[src/rtl/serial_add_pkg.sv]
// Shared types and defaults for the bit-serial adder sequencer.
package serial_add_pkg;

   localparam int unsigned DEFAULT_WIDTH = 8;

   typedef enum logic [1:0] {
      IDLE  = 2'd0,
      SHIFT = 2'd1,
      DONE  = 2'd2
   } state_e;

endpackage : serial_add_pkg

[src/rtl/bit_adder.sv]
// One-bit full adder built from two half adders and an OR.
module bit_adder (
   input  logic a,
   input  logic b,
   input  logic cin,
   output logic s,
   output logic co
);

   logic p;
   logic g0;
   logic g1;

   half_adder u_ha0 (.a(a), .b(b),   .s(p), .c(g0));
   half_adder u_ha1 (.a(p), .b(cin), .s(s), .c(g1));

   // Carry out: generate from the operands or propagate the incoming carry
   always_comb begin
      co = g0 | g1;
   end

endmodule : bit_adder

[src/rtl/half_adder.sv]
// One-bit half adder: building block of the shared full-adder cell.
module half_adder (
   input  logic a,
   input  logic b,
   output logic s,
   output logic c
);

   // Sum and carry of two bits
   always_comb begin
      s = a ^ b;
      c = a & b;
   end

endmodule : half_adder

[src/rtl/serial_add_seq.sv]
// Bit-serial adder sequencer: one full-adder cell stepped LSB-first over WIDTH bits.
module serial_add_seq
   import serial_add_pkg::*;
#(
   parameter int unsigned WIDTH = DEFAULT_WIDTH
) (
   input  logic             clk,
   input  logic             rst_n,
   input  logic             start,
   input  logic [WIDTH-1:0] a,
   input  logic [WIDTH-1:0] b,
   output logic             busy,
   output logic             done,
   output logic [WIDTH-1:0] sum,
   output logic             cout
);

   // One extra bit keeps WIDTH=1 and power-of-two widths from wrapping early
   localparam int unsigned CW = $clog2(WIDTH) + 1;

   state_e           state_q, state_d;
   logic [WIDTH-1:0] a_sh_q, a_sh_d;
   logic [WIDTH-1:0] b_sh_q, b_sh_d;
   logic [WIDTH-1:0] sum_q, sum_d;
   logic [CW-1:0]    cnt_q, cnt_d;
   logic             carry_q, carry_d;
   logic             cout_q, cout_d;
   logic             busy_q, busy_d;
   logic             done_q, done_d;

   logic cell_s;
   logic cell_co;

   bit_adder u_cell (
      .a  (a_sh_q[0]),
      .b  (b_sh_q[0]),
      .cin(carry_q),
      .s  (cell_s),
      .co (cell_co)
   );

   // State and datapath registers
   always_ff @(posedge clk or negedge rst_n) begin
      if (!rst_n) begin
         state_q <= IDLE;
         a_sh_q  <= '0;
         b_sh_q  <= '0;
         sum_q   <= '0;
         cnt_q   <= '0;
         carry_q <= 1'b0;
         cout_q  <= 1'b0;
         busy_q  <= 1'b0;
         done_q  <= 1'b0;
      end else begin
         state_q <= state_d;
         a_sh_q  <= a_sh_d;
         b_sh_q  <= b_sh_d;
         sum_q   <= sum_d;
         cnt_q   <= cnt_d;
         carry_q <= carry_d;
         cout_q  <= cout_d;
         busy_q  <= busy_d;
         done_q  <= done_d;
      end
   end

   // Next-state, shift datapath and registered status flags
   always_comb begin
      state_d = state_q;
      a_sh_d  = a_sh_q;
      b_sh_d  = b_sh_q;
      sum_d   = sum_q;
      cnt_d   = cnt_q;
      carry_d = carry_q;
      cout_d  = cout_q;

      unique case (state_q)
         IDLE: begin
            if (start) begin
               a_sh_d  = a;
               b_sh_d  = b;
               carry_d = 1'b0;
               cnt_d   = '0;
               state_d = SHIFT;
            end
         end
         SHIFT: begin
            sum_d            = sum_q >> 1;
            sum_d[WIDTH-1]   = cell_s;
            a_sh_d           = a_sh_q >> 1;
            b_sh_d           = b_sh_q >> 1;
            carry_d          = cell_co;
            cnt_d            = cnt_q + CW'(1);
            if (cnt_q == CW'(WIDTH - 1)) begin
               cout_d  = cell_co;
               state_d = DONE;
            end
         end
         DONE: begin
            state_d = IDLE;
         end
         default: begin
            state_d = IDLE;
         end
      endcase

      busy_d = (state_d != IDLE);
      done_d = (state_d == DONE);
   end

   assign busy = busy_q;
   assign done = done_q;
   assign sum  = sum_q;
   assign cout = cout_q;

endmodule : serial_add_seq

[config.mk]
export PLATFORM = sky130hd
export DESIGN_NAME = serial_add_seq
export DESIGN_NICKNAME = d
export VERILOG_FILES = /design/src/rtl/serial_add_pkg.sv /design/src/rtl/bit_adder.sv /design/src/rtl/half_adder.sv /design/src/rtl/serial_add_seq.sv
export SDC_FILE = /design/constraint.sdc
export NUM_CORES = 1
export LEC_CHECK = 0
export BUFFER_PORTS_ARGS = -buffer_cell sky130_fd_sc_hd__buf_2
export CAP_MARGIN = 5
export CORE_MARGIN = 5
export CORE_UTILIZATION = 40
export DETAILED_ROUTE_END_ITERATION = 7
export MAX_ROUTING_LAYER = met4
export SYNTH_ARGS = -nofsm -noshare
export SYNTH_HDL_FRONTEND = slang
export SYNTH_SLANG_ARGS = --single-unit
[constraint.sdc]
create_clock -name clk -period 1.34 [get_ports clk]
set_clock_uncertainty 0.1 [all_clocks]
set_input_delay 0.268 -clock clk [delete_from_list [all_inputs] [get_ports clk]]
set_output_delay 0.268 -clock clk [all_outputs]
set_load 0.05 [all_outputs]
==> metrics.yaml <==
global_routing:
  gr-total-overflow: 0
  grt_pass1_vias: 1285
  grt_start_max_net_pins: 22
  grt_usage: 0.150
  grt_pass1_wl_um: 5690
  antenna_found_initial: 0
power_and_ir_drop:
  leakage_nw: 0.930
  power.share.clock: 0.139
  power_frac_comb: 0.467
  switching_power_mw: 1.70
  swShare: 0.406
  ir_drop_v: 0.000725
  power_density_mw_per_mm2: 2190
  pwr-share-seq: 0.395
  power.internal_mw: 2.48
logic_synthesis:
  ys_types: 24
  syn-num-nets: 163
  synth-seq-cells: 34
  yosysWarnings: 0
  synthCells: 142
  ys_seq_area_frac: 0.590
  synth_area_mm2: 0.00144
  synth_area_per_cell_um2: 10.2
route:
  dr.pass1.iters: 4
  via_per_inst: 5.05
  drt-wirelength-per-cell_um: 13.5
  drc_errors: 0
  routed_wirelength_um: 3210
  dr.first_iter.drc_count: 41
  num_vias: 1201
  antenna_left: 0
setup_path:
  crit_required_ns: 1.48
  cp-end-kind: "register"
  crit_arrival_ns: 1.51
  critPathLaunchType: "register"
  critPathKind: "reg -> reg"
  cp_max_fo: 2
final_layout:
  drive_gt1_frac: 0.359
  final_cell_mix: "nand2_1 (43), dfrtp_1 (32), buf_4 (27)"
  layout.nets: 212
  fin_util: 0.558
  multiInputGateArea_um2: 569
  fill_cells: 310
  final_common_cell: "nand2_1"
  regArea_um2: 853
  insertedDiodeCount: 0
  area_growth_pct: 32.0
floorplan:
  die_area_mm2: 0.00491
  initial_core_util: 0.422
  core_area_mm2: 0.00342
  die_width_um: 70.1
  placementRows: 21
  pin_count: 30
  die_h_um: 70.1
clock_network:
  cts_sinks: 34
  cts_tree: "built"
  cts_root_buffer: "clkbuf_4"
  clk_latency_ns: 0.34
  clockBufferDepth: 2
  clk_pin_slew_worst_paths_ns: 0.11
  htree_levels: 2
  cts_inserted_buffers: 5
timing:
  slew_headroom: 0.759
  tightestPinTransition_ns: 0.362
  rsz0062_at_grt: "true"
  final.setup.worst_slack_ns: -0.0307
  report.final.slew_viol_count: 0
  finalCritPeriodShare: 1.02
  worst_hold_slack_ns: 0.111
  finalSetupViolCount: 1
  hold_viol: 0
  min_period_ns: 1.37
  fmax_ghz: 0.730
job:
  maxCapViolCount: 0
placed_design:
  io_buffers: 29
  hpwl_um: 2260
  place_ws_ns: -0.0219
  gp_congestion: 0.738
outcome:
  status: "finished with violations"
  violations: "setup timing"
worst_hold_path:
  hold_class: "in -> reg"
-- cell type report --
type,instances,share of cell area
sequential,34,0.448
multi-input combinational,98,0.299
timing repair buffer,51,0.189
tap,46,0.0302
clock buffer,7,0.0289
clock inverter,1,0.00263
inverter,1,0.00197
-- logic make-up after synthesis --
kind of cell,count (synthesis),share of synthesized area
AND/OR/NAND/NOR,55,0.164
AO/OA/AOI/OAI,40,0.176
flip-flops,34,0.590
buffers and inverters,10,0.0399
adder cells (fa/ha/maj),2,0.0225
multiplexers,1,0.00781
-- worst max-delay path, cell delays in order (launching register included) --
cell and delay (ns):
dfrtp_1 0.37, ha_2 0.18, nand4b_1 0.15, nor2_2 0.16, mux2_4 0.31
-- cells in the mapped netlist --
master,instances,area (um2)
nor3b_1,1,7.51
o21ai_1,5,25.0
and2b_1,2,15.0
buf_4,4,30.0
a41oi_1,1,8.76
dfrtp_1,34,851
a31oi_1,1,6.26
nor2_1,2,7.51
inv_1,1,3.75
nand3_1,1,5.00
buf_1,1,3.75
nor2b_1,4,25.0
nand2b_1,1,6.26
nand2_1,43,161
a22oi_1,14,105
o21ai_0,14,70.1
nand4b_1,1,8.76
a21oi_1,2,10.0
ha_1,1,12.5
fa_1,1,20.0
mux2_2,1,11.3
buf_2,4,20.0
o21bai_2,1,11.3
a22o_1,2,17.5
-- through the flow --
stage,area [um2],instances,power (mW),setup TNS [ns]
after global routing,1900,238,4.48,-0.132
after CTS,1810,231,4.02,-0.0152
final,1900,238,4.18,-0.0307
after detailed placement,1690,220,3.29,-0.0219
after floorplan,1440,142,2.79,-0.0385
after global placement,1690,220,3.21,0
-- timing repair --
item / in CTS / in global routing
hold buffers: 1 / 0
pin swaps: 2 / 1
setup endpoints to repair: 10 / 36
setup buffers: 2 / 7
gates resized for setup: 12 / 16
hold endpoints to repair: 13 / 0
-- registers in the layout, summed over array words and instances, names as in the netlist --
signal and flops:
a_sh_q 8, b_sh_q 8, busy 1, carry_q 1
cnt_q 4, cout 1, done 1, state_q 2
sum 8
-- worst paths after layout --
check                                   endpoint  slack, ns  depth (start not counted)                  from
min in group asynchronous   cnt_q[2]$_DFFE_PN0P_       0.25                          2                 rst_n
setup reg to reg                cout$_DFFE_PN0P_      -0.03                          4  cnt_q[0]$_DFFE_PN0P_
setup / recovery                cout$_DFFE_PN0P_      -0.03                          4  cnt_q[0]$_DFFE_PN0P_
hold reg to reg               sum[0]$_DFFE_PN0P_       0.39                          2    sum[0]$_DFFE_PN0P_
max in group asynchronous  b_sh_q[2]$_DFFE_PN0P_       0.46                          3                 rst_n
hold / removal             b_sh_q[5]$_DFFE_PN0P_       0.11                          3                  b[5]
-- power by group through the flow --
stage	combinational (mW)	sequential, mW	clock [mW]
2_1_floorplan	0.705	2.09	0
3_3_place_gp	1.57	1.64	0
3_5_place_dp	1.62	1.67	0
4_1_cts	1.75	1.66	0.609
5_1_grt	2.15	1.70	0.636
6_report	1.95	1.65	0.579
-- metal layers --
layer  track usage  up-vias  part of all wire
met5             -        -                 0
met2         0.250       34              0.49
li1              -      585                 -
met4        0.0511        0             0.022
met3        0.0531        7             0.064
met1         0.166      575              0.42
Power figures use the tool's default switching activity.
